[src/rtl/uart_pkg.sv]
// Shared UART definitions: state encoding, parity modes and bit-period helpers.
// Used by uart_tx and uart_rx.
package uart_pkg;

  typedef enum logic [2:0] {
    ST_IDLE,
    ST_START,
    ST_DATA,
    ST_PARITY,
    ST_STOP
  } uart_state_t;

  localparam int unsigned PARITY_NONE = 0;
  localparam int unsigned PARITY_EVEN = 1;
  localparam int unsigned PARITY_ODD  = 2;

  // Clocks per bit, integer-truncated.
  function automatic int unsigned bit_period(input int unsigned clk_freq,
                                             input int unsigned baud_rate);
    return clk_freq / baud_rate;
  endfunction

  function automatic logic parity_bit(input logic [7:0] b, input int unsigned mode);
    return (mode == PARITY_ODD) ? ~^b : ^b;
  endfunction

endpackage

[src/rtl/uart_baud_gen.sv]
// Bit-period timer: counts 0..PERIOD-1 while not cleared, pulses tick on the last count.
// Shared by uart_tx and uart_rx.
module uart_baud_gen #(
  parameter int unsigned PERIOD = 5208
) (
  input  logic clk,
  input  logic rst,
  input  logic clear,
  output logic tick
);

  localparam logic [15:0] LAST = 16'(PERIOD - 1);

  logic [15:0] cnt;

  assign tick = !clear && (cnt == LAST);

  always_ff @(posedge clk or negedge rst) begin
    if (!rst) begin
      cnt <= '0;
    end else if (clear || tick) begin
      cnt <= '0;
    end else begin
      cnt <= cnt + 16'd1;
    end
  end

endmodule

[src/rtl/uart_tx.sv]
// UART transmitter: 8 data bits LSB first, optional even/odd parity, 1 or 2 stop bits.
// tx, ready and busy are all registered.
module uart_tx
  import uart_pkg::*;
#(
  parameter int unsigned CLK_FREQ  = 50000000,
  parameter int unsigned BAUD_RATE = 9600,
  parameter int unsigned PARITY    = 0,
  parameter int unsigned STOP_BITS = 1
) (
  input  logic       clk,
  input  logic       rst,
  input  logic [7:0] data,
  input  logic       valid,
  output logic       ready,
  output logic       tx,
  output logic       busy
);

  localparam int unsigned N = bit_period(CLK_FREQ, BAUD_RATE);

  uart_state_t state;
  logic [7:0]  shreg;
  logic [2:0]  bit_idx;
  logic        par_bit;
  logic        clear;
  logic        tick;

  // Counter is held at zero in IDLE, so the acceptance edge also restarts timing.
  assign clear = (state == ST_IDLE);

  uart_baud_gen #(
    .PERIOD(N)
  ) u_baud (
    .clk  (clk),
    .rst  (rst),
    .clear(clear),
    .tick (tick)
  );

  always_ff @(posedge clk or negedge rst) begin
    if (!rst) begin
      state   <= ST_IDLE;
      tx      <= 1'b1;
      ready   <= 1'b0;
      busy    <= 1'b0;
      shreg   <= '0;
      bit_idx <= '0;
      par_bit <= 1'b0;
    end else begin
      case (state)
        ST_IDLE: begin
          if (valid && ready) begin
            shreg   <= data;
            par_bit <= parity_bit(data, PARITY);
            bit_idx <= '0;
            state   <= ST_START;
            tx      <= 1'b0;
            ready   <= 1'b0;
            busy    <= 1'b1;
          end else begin
            tx    <= 1'b1;
            ready <= 1'b1;
            busy  <= 1'b0;
          end
        end
        ST_START: begin
          if (tick) begin
            state <= ST_DATA;
            tx    <= shreg[0];
          end
        end
        ST_DATA: begin
          if (tick) begin
            if (bit_idx == 3'd7) begin
              bit_idx <= '0;
              if (PARITY != PARITY_NONE) begin
                state <= ST_PARITY;
                tx    <= par_bit;
              end else begin
                state <= ST_STOP;
                tx    <= 1'b1;
              end
            end else begin
              // Shift so the next bit is always at shreg[0] after this edge.
              bit_idx <= bit_idx + 3'd1;
              shreg   <= shreg >> 1;
              tx      <= shreg[1];
            end
          end
        end
        ST_PARITY: begin
          if (tick) begin
            state   <= ST_STOP;
            tx      <= 1'b1;
            bit_idx <= '0;
          end
        end
        ST_STOP: begin
          if (tick) begin
            if (bit_idx == 3'(STOP_BITS - 1)) begin
              state <= ST_IDLE;
              ready <= 1'b1;
              busy  <= 1'b0;
            end else begin
              bit_idx <= bit_idx + 3'd1;
            end
          end
        end
        default: begin
          state <= ST_IDLE;
          tx    <= 1'b1;
          ready <= 1'b0;
          busy  <= 1'b0;
        end
      endcase
    end
  end

endmodule

[config.mk]
export PLATFORM = sky130hd
export DESIGN_NAME = uart_tx
export DESIGN_NICKNAME = d
export VERILOG_FILES = /design/src/rtl/uart_pkg.sv /design/src/rtl/uart_baud_gen.sv /design/src/rtl/uart_tx.sv
export SDC_FILE = /design/constraint.sdc
export NUM_CORES = 1
export LEC_CHECK = 0
export CAP_MARGIN = 20
export CORE_ASPECT_RATIO = 1.25
export CORE_MARGIN = 3
export CORE_UTILIZATION = 25
export DETAILED_ROUTE_END_ITERATION = 8
export PLACE_DENSITY = 0.49
export SKIP_CTS_REPAIR_TIMING = 1
export SKIP_LAST_GASP = 1
export SLEW_MARGIN = 20
export SYNTH_ARGS = -nofsm -noshare
export SYNTH_HDL_FRONTEND = slang
export SYNTH_SLANG_ARGS = --single-unit
[constraint.sdc]
create_clock -name clk -period 2 [get_ports clk]
set_input_delay 0.3 -clock clk [delete_from_list [all_inputs] [get_ports clk]]
set_output_delay 0.3 -clock clk [all_outputs]
set_load 0.03 [all_outputs]
==> results.tsv, run 1 <==
metric	value	unit
Fin. Hold Viols	0	
first-pass GRT wire length	7.09	mm
Slew Viols, Final	0	
Crit Path Class	reg2reg	
Max-slew headroom	70.7	%
vias in the first global route	1448	
Yosys warnings	0	
synth top area cells	dfrtp_1, nor2_1, a2bb2oi_1, o22a_1, xnor2_1	
# DRC	0	
post-synthesis cell count	195	
total leakage power	0.973	nW
Max-cap violations	0	
clock buffer depth	2	
nature of the critical path endpoint	flip-flop	
TritonCTS buffer count	5	
num rows	35	
GRT Util Overall	10.0	%
Tmin final	1860	ps
Total Neg Setup Slack	0	ps
Synth Net Count	210	
Synth Register Bits	33	
crit path max fanout	8	
final RePlAce weighted congestion	0.733	
Starting DRT DRC Count	59	
HPWL after DPL	2.91	mm
n_diodes	0	
outcome	complete, no violations	
Buffers on Ports	13	
CTS Sinks	33	
Synth Flop Type	dfrtp_1	
VDD IR max	0.365	mV
most common cell in the netlist	dfrtp_1	
worst hold-check path type	in2async	
CORE AREA	7400	um^2
Post-synth EDFFs	0	
CTS tree	built	
largest net degree at the start of global routing	34	
post-synthesis async set-or-reset flop share	100	%
Reg clk slew, reported paths	70	ps
Root Driver	clkbuf_8	
Synth Cell Area	1910	um^2
period utilisation layout	92.8	%
Initial Utilization	25.8	%
RSZ-0062 raised after global routing	false	
FF-to-FF setup slack	140	ps
area leader, netlist	dfrtp_1	
count of different cell masters after synthesis	53	
Layout area overhead	16.6	%
grt met1 use	12.7	%
final setup fails	0	
Die Footprint	8730	um^2
Setup Skew	4.84	ps
pwr/cell area	569	nW/um^2
met3 global-route usage	2.47	%
antenna viol nets, final	0	
Hold Slack	418	ps
final wirelength	4.11	mm
Die W	84.2	um
most frequent cells after synthesis	dfrtp_1, nor2_1, nand3_1	
vias	1466	
ratio of cells with drive above 1 in the final layout	12.8	%
H-tree depth	2	
initial antenna violation count	0	
drt first pass iters	4	
syn_area_per_cell	9.80	um^2
total gr overflow	0	
crit start category	flip-flop	
busiest grt layer	met2	
drt via density	4.84	
post-layout net count	225	
sequential share of the synthesized area	43.3	%
Skew-Pair Late Insertion Delay	280	ps
IO Pins	14	
post-synth top area share	41.9	%
Least-Margin Pin Slew	439	ps
CP arrival	2010	ps
height of the chip	104	um
M2 GR Usage	16.2	%
fmax	0.539	GHz
Critical Path RT	2160	ps
WL per Instance	13.6	um
-- power by group --
| part | switching, W | internal [W] | total (W) |
|---|---|---|---|
| sequential | 0 | 0.000667 | 0.000667 |
| combinational | 0.0000190 | 0.0000242 | 0.0000432 |
| clock | 0.000246 | 0.000311 | 0.000557 |
-- area by class of cell --
| class | count | area, um^2 |
|---|---|---|
| Inverter | 6 | 22.5 |
| Timing Repair Buffer | 22 | 198 |
| Fill cell | 772 | 5170 |
| Sequential cell | 33 | 827 |
| Multi-Input combinational cell | 142 | 963 |
| Clock inverter | 1 | 5.00 |
| Clock buffer | 7 | 96.3 |
| Tap cell | 92 | 115 |
-- cells by family (layout without fill, tap and decap cells) --
kind of cell | count (synthesis) | count (layout) | share of synthesized area (%)
AND/OR/NAND/NOR | 80 | 80 | 24.4
buffers and inverters | 20 | 36 | 6.29
adder cells (fa/ha/maj) | 4 | 4 | 2.62
XOR/XNOR | 13 | 13 | 5.96
multiplexers | 2 | 2 | 1.11
AO/OA/AOI/OAI | 43 | 43 | 16.4
flip-flops | 33 | 33 | 43.3
-- critical path, cell delays in order (launching register included) --
cell and delay, ps:
dfrtp_1 410, ha_1 210, ha_1 180, nand2b_1 140
a211o_1 320, o21ba_2 350, o32ai_1 120
-- cells in the final DEF, fill, tap and decap left out, types with 2 or more instances in the layout --
master / instances
nand4_1: 4
dfrtp_1: 32
nand3b_1: 3
nor4_1: 3
o21ai_0: 8
clkdlybuf4s50_1: 13
buf_4: 9
and3_1: 4
ha_1: 4
nor2_1: 27
o2bb2ai_1: 2
a32o_1: 2
xnor2_1: 7
xor2_1: 6
nand3_1: 11
nand2b_1: 3
inv_1: 6
nor3_1: 4
clkbuf_8: 7
o21ai_1: 2
a21oi_1: 5
or3_1: 2
a2bb2oi_1: 7
nand2_1: 6
o22a_1: 7
-- final timing paths --
| path | start | to | depth (start not counted) |
|---|---|---|---|
| setup / recovery | bit_idx[0]$_DFFE_PN0P_ | shreg[7]$_DFFE_PN0P_ | 6 |
| hold / removal | rst | u_baud.cnt[11]$_DFF_PN0_ | 2 |
| setup reg to reg | bit_idx[0]$_DFFE_PN0P_ | shreg[7]$_DFFE_PN0P_ | 6 |
| hold reg to reg | u_baud.cnt[0]$_DFF_PN0_ | u_baud.cnt[0]$_DFF_PN0_ | 1 |
| max in group asynchronous | rst | tx$_DFFE_PN1P_ | 2 |
| min in group clk | u_baud.cnt[0]$_DFF_PN0_ | u_baud.cnt[0]$_DFF_PN0_ | 1 |
-- per-stage QoR --
| step | power [W] | worst slack (ps) | area, um^2 | utilization (%) | instances |
|---|---|---|---|---|---|
| after floorplan | 0.000688 | 81.1 | 1910 | - | 195 |
| after global placement | 0.000725 | 81.0 | 2130 | 28.7 | 295 |
| after detailed placement | 0.000725 | 73.3 | 2130 | 28.7 | 295 |
| after CTS | 0.00129 | 60.0 | 2230 | 30.1 | 303 |
| after global routing | 0.00133 | 39.9 | 2230 | 30.1 | 303 |
| final | 0.00127 | 144 | 2230 | 30.1 | 303 |
-- sequential cells by signal (all words and copies together), names as in the netlist --
register	cells
shreg	8
state	3
busy	1
u_baud.cnt	16
ready	1
tx	1
bit_idx	3
-- per-layer routing --
metal  routed length [um]  part of all wire (%)
met4                   92                   2.2
met2                 1970                    48
met1                 1950                    47
met5                    0                     0
met3                  101                   2.5
Power figures use the tool's default switching activity.
==> run 2, diff against run 1 <==
--- a/config.mk
+++ b/config.mk
@@ -10,7 +10,8 @@
 export CORE_MARGIN = 3
 export CORE_UTILIZATION = 25
 export DETAILED_ROUTE_END_ITERATION = 8
-export PLACE_DENSITY = 0.49
+export GPL_TIMING_DRIVEN = 1
+export PLACE_DENSITY = 0.48
 export SKIP_CTS_REPAIR_TIMING = 1
 export SKIP_LAST_GASP = 1
 export SLEW_MARGIN = 20
==> constraint.sdc (replaced) <==
create_clock -name clk -period 1.71 [get_ports clk]
set_input_delay 0.2565 -clock clk [delete_from_list [all_inputs] [get_ports clk]]
set_output_delay 0.2565 -clock clk [all_outputs]
set_load 0.03 [all_outputs]
==> results.tsv, run 2 (same netlist as run 1, synthesis figures left out) <==
metric	value	unit
outcome	complete, no violations	
vias	1522	
slowest stage delay, CP	390	ps
nature of the critical path endpoint	flip-flop	
slowest CP cell	dfrtp_1	
Tmin final	1680	ps
initial antenna violation count	0	
most common cell after layout, fill and taps aside	dfrtp_1	
placed cell area	2290	um^2
worst hold-check path type	in2async	
r2r endpoint	shreg[5]$_DFFE_PN0P_	
first-pass GRT wire length	7.30	mm
Reg with most FFs	u_baud.cnt	
drt via density	4.76	
TritonCTS buffer count	5	
final RePlAce weighted congestion	0.731	
crit path max fanout	8	
Layout area overhead	27.3	%
Die Footprint	8730	um^2
Fin. Hold Viols	0	
Reg2Reg Launch Point	bit_idx[1]$_DFFE_PN0P_	
Setup Skew	8.33	ps
height of the chip	104	um
combinational share of power	3.2	%
RSZ-0062 raised after global routing	true	
Die W	84.2	um
CTS Sinks	33	
Skew-Pair Late Insertion Delay	290	ps
post-layout net count	242	
Critical Path RT	1940	ps
largest net degree at the start of global routing	34	
total gr overflow	0	
Largest regs	u_baud.cnt: 16 flops, shreg: 8 flops	
sw frac	20.1	%
HPWL after DPL	3.03	mm
num rows	35	
n_diodes	0	
Reg clk slew, reported paths	80	ps
# DRC	0	
Initial Utilization	25.8	%
CP delay by family, top	compound AO/OA/AOI/OAI gates	
clock buffer depth	2	
# placed instances	310	
Slew Viols, Final	0	
Pint	0.00128	W
Total Neg Setup Slack	0	ps
vias in the first global route	1503	
total leakage power	1.08	nW
Max-slew headroom	70.0	%
FF-to-FF setup slack	30	ps
GRT Util Overall	10.3	%
Max-cap violations	0	
CP arrival	1910	ps
period utilisation layout	98.1	%
H-tree depth	2	
max reg flops	16	
Crit Path Class	reg2reg	
CTS tree	built	
drt first pass iters	4	
r2r worst-path depth	6	
Reg power frac	48.5	%
commonest non-fill, non-tap cells in the layout	dfrtp_1, nor2_1, buf_4	
IO Pins	14	
Starting DRT DRC Count	113	
worst-path cell chain	ha_2 -> ha_4 -> nand2b_4 -> a211o_1 -> o21ba_4 -> o22a_1	
Root Driver	clkbuf_8	
WL per Instance	13.4	um
Least-Margin Pin Slew	450	ps
post-route cell area	2430	um^2
Buffers on Ports	13	
pwr/cell area	661	nW/um^2
antenna viol nets, final	0	
fin cells	320	
fmax	0.596	GHz
final setup fails	0	
CORE AREA	7400	um^2
final wirelength	4.29	mm
Pwr Total	0.00161	W
Worst Path Buf+Inv	0	
switching power	0.000324	W
VDD IR max	0.300	mV
Clock Power Share	48.3	%
crit start category	flip-flop	
ratio of cells with drive above 1 in the final layout	21.9	%
==> run 2: changes by cell type in the layout (fill, tap and decap cells not counted), sizes merged <==
cell / delta
bufinv: +1
clkdlybuf4s50: -2
clkinv: -1
buf: +17
dlymetal6s2s: +2
==> run 2: per-stage QoR <==
stage | hold slack [ps] | setup WS [ps] | utilization (%)
final | 383 | 31.7 | 32.9
after global routing | 417 | -29.0 | 32.9
after CTS | 401 | -97.7 | 32.6
after detailed placement | 503 | 31.1 | 31.0
after global placement | 495 | 49.7 | 31.0
after floorplan | -39.1 | -28.0 | -
==> run 2: layer usage <==
layer  GRT usage [%]  up-vias  share of wire, %
met5               0        -                 0
met1            13.0      729                45
met4            3.79        0               1.6
li1                -      767                 -
met2            16.8       20                50
met3            2.78        6               3.6
==> run 2: worst max path at each step <==
stage / from / endpoint / slack [ps] / cells after the start
after floorplan: bit_idx[1]$_DFFE_PN0P_ / shreg[7]$_DFFE_PN0P_ / -30 / 8
after global placement: valid / shreg[7]$_DFFE_PN0P_ / 50 / 5
after detailed placement: bit_idx[1]$_DFFE_PN0P_ / shreg[7]$_DFFE_PN0P_ / 30 / 6
after CTS: tx$_DFFE_PN1P_ / tx / -100 / 1
after global routing: bit_idx[1]$_DFFE_PN0P_ / shreg[0]$_DFFE_PN0P_ / -30 / 6
final: bit_idx[1]$_DFFE_PN0P_ / shreg[5]$_DFFE_PN0P_ / 30 / 6
==> run 2: area by class of cell <==
class,count,area [um^2]
flip-flops and latches,33,827
multi-input cells,142,1010
well taps,92,115
inverters,6,22.5
repair buffers,39,343
fillers,777,4970
clock inverters,1,30.0
clock buffers,7,86.3
==> run 2: power by group through the flow <==
stage | registers, W | logic, W | clock network, W
final | 0.000780 | 0.0000512 | 0.000777
after global routing | 0.000780 | 0.0000570 | 0.000832
after CTS | 0.000780 | 0.0000536 | 0.000801
after detailed placement | 0.000795 | 0.0000535 | 0
after global placement | 0.000795 | 0.0000536 | 0
after floorplan | 0.000795 | 0.00000927 | 0
==> run 2: worst register-to-register path, stage by stage (launching register included) <==
cell and delay (ps):
dfrtp_1 390, ha_2 200, ha_4 170, nand2b_4 130, a211o_1 280, o21ba_4 290, o22a_1 150
==> run 3, diff against run 2 <==
--- a/config.mk
+++ b/config.mk
@@ -12,6 +12,7 @@
 export DETAILED_ROUTE_END_ITERATION = 8
 export GPL_TIMING_DRIVEN = 1
 export PLACE_DENSITY = 0.48
+export SETUP_SLACK_MARGIN = 0.4
 export SKIP_CTS_REPAIR_TIMING = 1
 export SKIP_LAST_GASP = 1
 export SLEW_MARGIN = 20
==> results.tsv, run 3 (same netlist as run 1, synthesis figures left out) <==
metric	value	unit
outcome	complete, no violations	
pwr/cell area	625	nW/um^2
Setup Skew	11.1	ps
Initial Utilization	25.8	%
fin cells	323	
GRT Util Overall	11.0	%
ratio of cells with drive above 1 in the final layout	31.6	%
Place WS	12.7	ps
slowest CP cell	dfrtp_1	
# placed instances	308	
commonest non-fill, non-tap cells in the layout	dfrtp_1, nor2_1, buf_4	
Reg2Reg Launch Point	bit_idx[1]$_DFFE_PN0P_	
Slew Viols, Final	0	
Layout area overhead	35.1	%
period utilisation layout	99.2	%
Root Driver	clkbuf_8	
Reg clk slew, reported paths	70	ps
final setup fails	0	
first-pass GRT wire length	7.85	mm
num rows	35	
Reg with most FFs	u_baud.cnt	
final wirelength	4.57	mm
post-layout net count	245	
n_diodes	0	
CTS tree	built	
CORE AREA	7400	um^2
total leakage power	1.08	nW
Fin. Hold Viols	0	
Max-cap violations	0	
drt via density	4.83	
total gr overflow	0	
H-tree depth	2	
vias	1560	
area occupied by multi-input gates	1110	um^2
IO Pins	14	
HPWL after DPL	3.17	mm
r2r worst-path depth	6	
Largest regs	u_baud.cnt: 16 flops, shreg: 8 flops	
Starting DRT DRC Count	38	
nature of the critical path endpoint	flip-flop	
Die Footprint	8730	um^2
Die W	84.2	um
Critical Path RT	1940	ps
vias in the first global route	1626	
CTS Sinks	33	
final-layout fill cell count	755	
largest net degree at the start of global routing	34	
drt first pass iters	4	
CP arrival	1930	ps
worst hold-check path type	in2async	
slowest stage delay, CP	400	ps
clock buffer depth	2	
initial antenna violation count	0	
most common cell after layout, fill and taps aside	dfrtp_1	
height of the chip	104	um
Skew-Pair Late Insertion Delay	290	ps
Hold Slack	326	ps
max reg flops	16	
WL per Instance	14.1	um
crit path max fanout	8	
Max-slew headroom	59.1	%
FF-to-FF setup slack	10	ps
Buffers on Ports	13	
Least-Margin Pin Slew	609	ps
RSZ-0062 raised after global routing	true	
worst-path cell chain	ha_2 -> ha_4 -> nand2b_4 -> a211o_1 -> o21ba_4 -> o22a_1	
FF+latch area	831	um^2
Setup WS post-layout	14.3	ps
final RePlAce weighted congestion	0.775	
Tmin final	1700	ps
Total Neg Setup Slack	0	ps
VDD IR max	0.425	mV
TritonCTS buffer count	5	
# DRC	0	
Crit Path Class	reg2reg	
crit start category	flip-flop	
antenna viol nets, final	0	
r2r endpoint	shreg[2]$_DFFE_PN0P_	
fmax	0.590	GHz
[run 3: cell types whose count changed in the layout (fill, tap and decap cells not counted), sizes merged]
cell	change
buf	+4
clkbuf	+1
clkdlybuf4s50	-1
dlymetal6s2s	-1
[run 3: how the worst max path moves through the flow]
| stage | slack, ps | start | to | cells past startpoint |
|---|---|---|---|---|
| 3_5_place_dp | 10 | valid | shreg[1]$_DFFE_PN0P_ | 5 |
| 2_1_floorplan | -30 | bit_idx[1]$_DFFE_PN0P_ | shreg[7]$_DFFE_PN0P_ | 8 |
| 3_3_place_gp | 30 | u_baud.cnt[7]$_DFF_PN0_ | shreg[7]$_DFFE_PN0P_ | 4 |
| 5_1_grt | -60 | bit_idx[1]$_DFFE_PN0P_ | shreg[2]$_DFFE_PN0P_ | 6 |
| 4_1_cts | -90 | tx$_DFFE_PN1P_ | tx | 1 |
| 6_report | 10 | bit_idx[1]$_DFFE_PN0P_ | shreg[2]$_DFFE_PN0P_ | 6 |
[run 3: stage by stage]
step | utilization, % | area (um^2) | total power (W)
5_1_grt | 34.9 | 2580 | 0.00168
6_report | 34.9 | 2580 | 0.00161
4_1_cts | 33.0 | 2440 | 0.00164
2_1_floorplan | - | 2020 | 0.000805
3_5_place_dp | 31.4 | 2320 | 0.000853
3_3_place_gp | 31.4 | 2320 | 0.000853
[run 3: cell type report]
class,count,share of cell area [%]
flip-flops and latches,33,32.2
repair buffers,42,14.8
clock buffers,7,3.34
clock inverters,1,1.16
multi-input cells,142,43.1
inverters,6,0.873
well taps,92,4.46
[run 3: report_power, final]
group / internal, W / total, W / switching [W]
clock: 0.000476 / 0.000780 / 0.000304
sequential: 0.000780 / 0.000780 / 0
combinational: 0.0000316 / 0.0000549 / 0.0000233
total: 0.00129 / 0.00161 / 0.000327
[run 3: worst max-delay path: cells and delay by family (launching register included)]
kind | cells | cell delay [ps]
AOI/OAI and AO/OA | 3 | 730
adders and majority gates | 2 | 390
DFF | 1 | 400
and+or+nand+nor | 1 | 130
[run 3: routing by layer]
layer  GRT usage, %  share of wire [%]  vias to the layer above
li1               -                  -                      776
met1           13.3                 45                      766
met2           18.8                 52                       11
met3           3.02                2.1                        7
met4           3.45                1.1                        0
met5              0                  0                        -
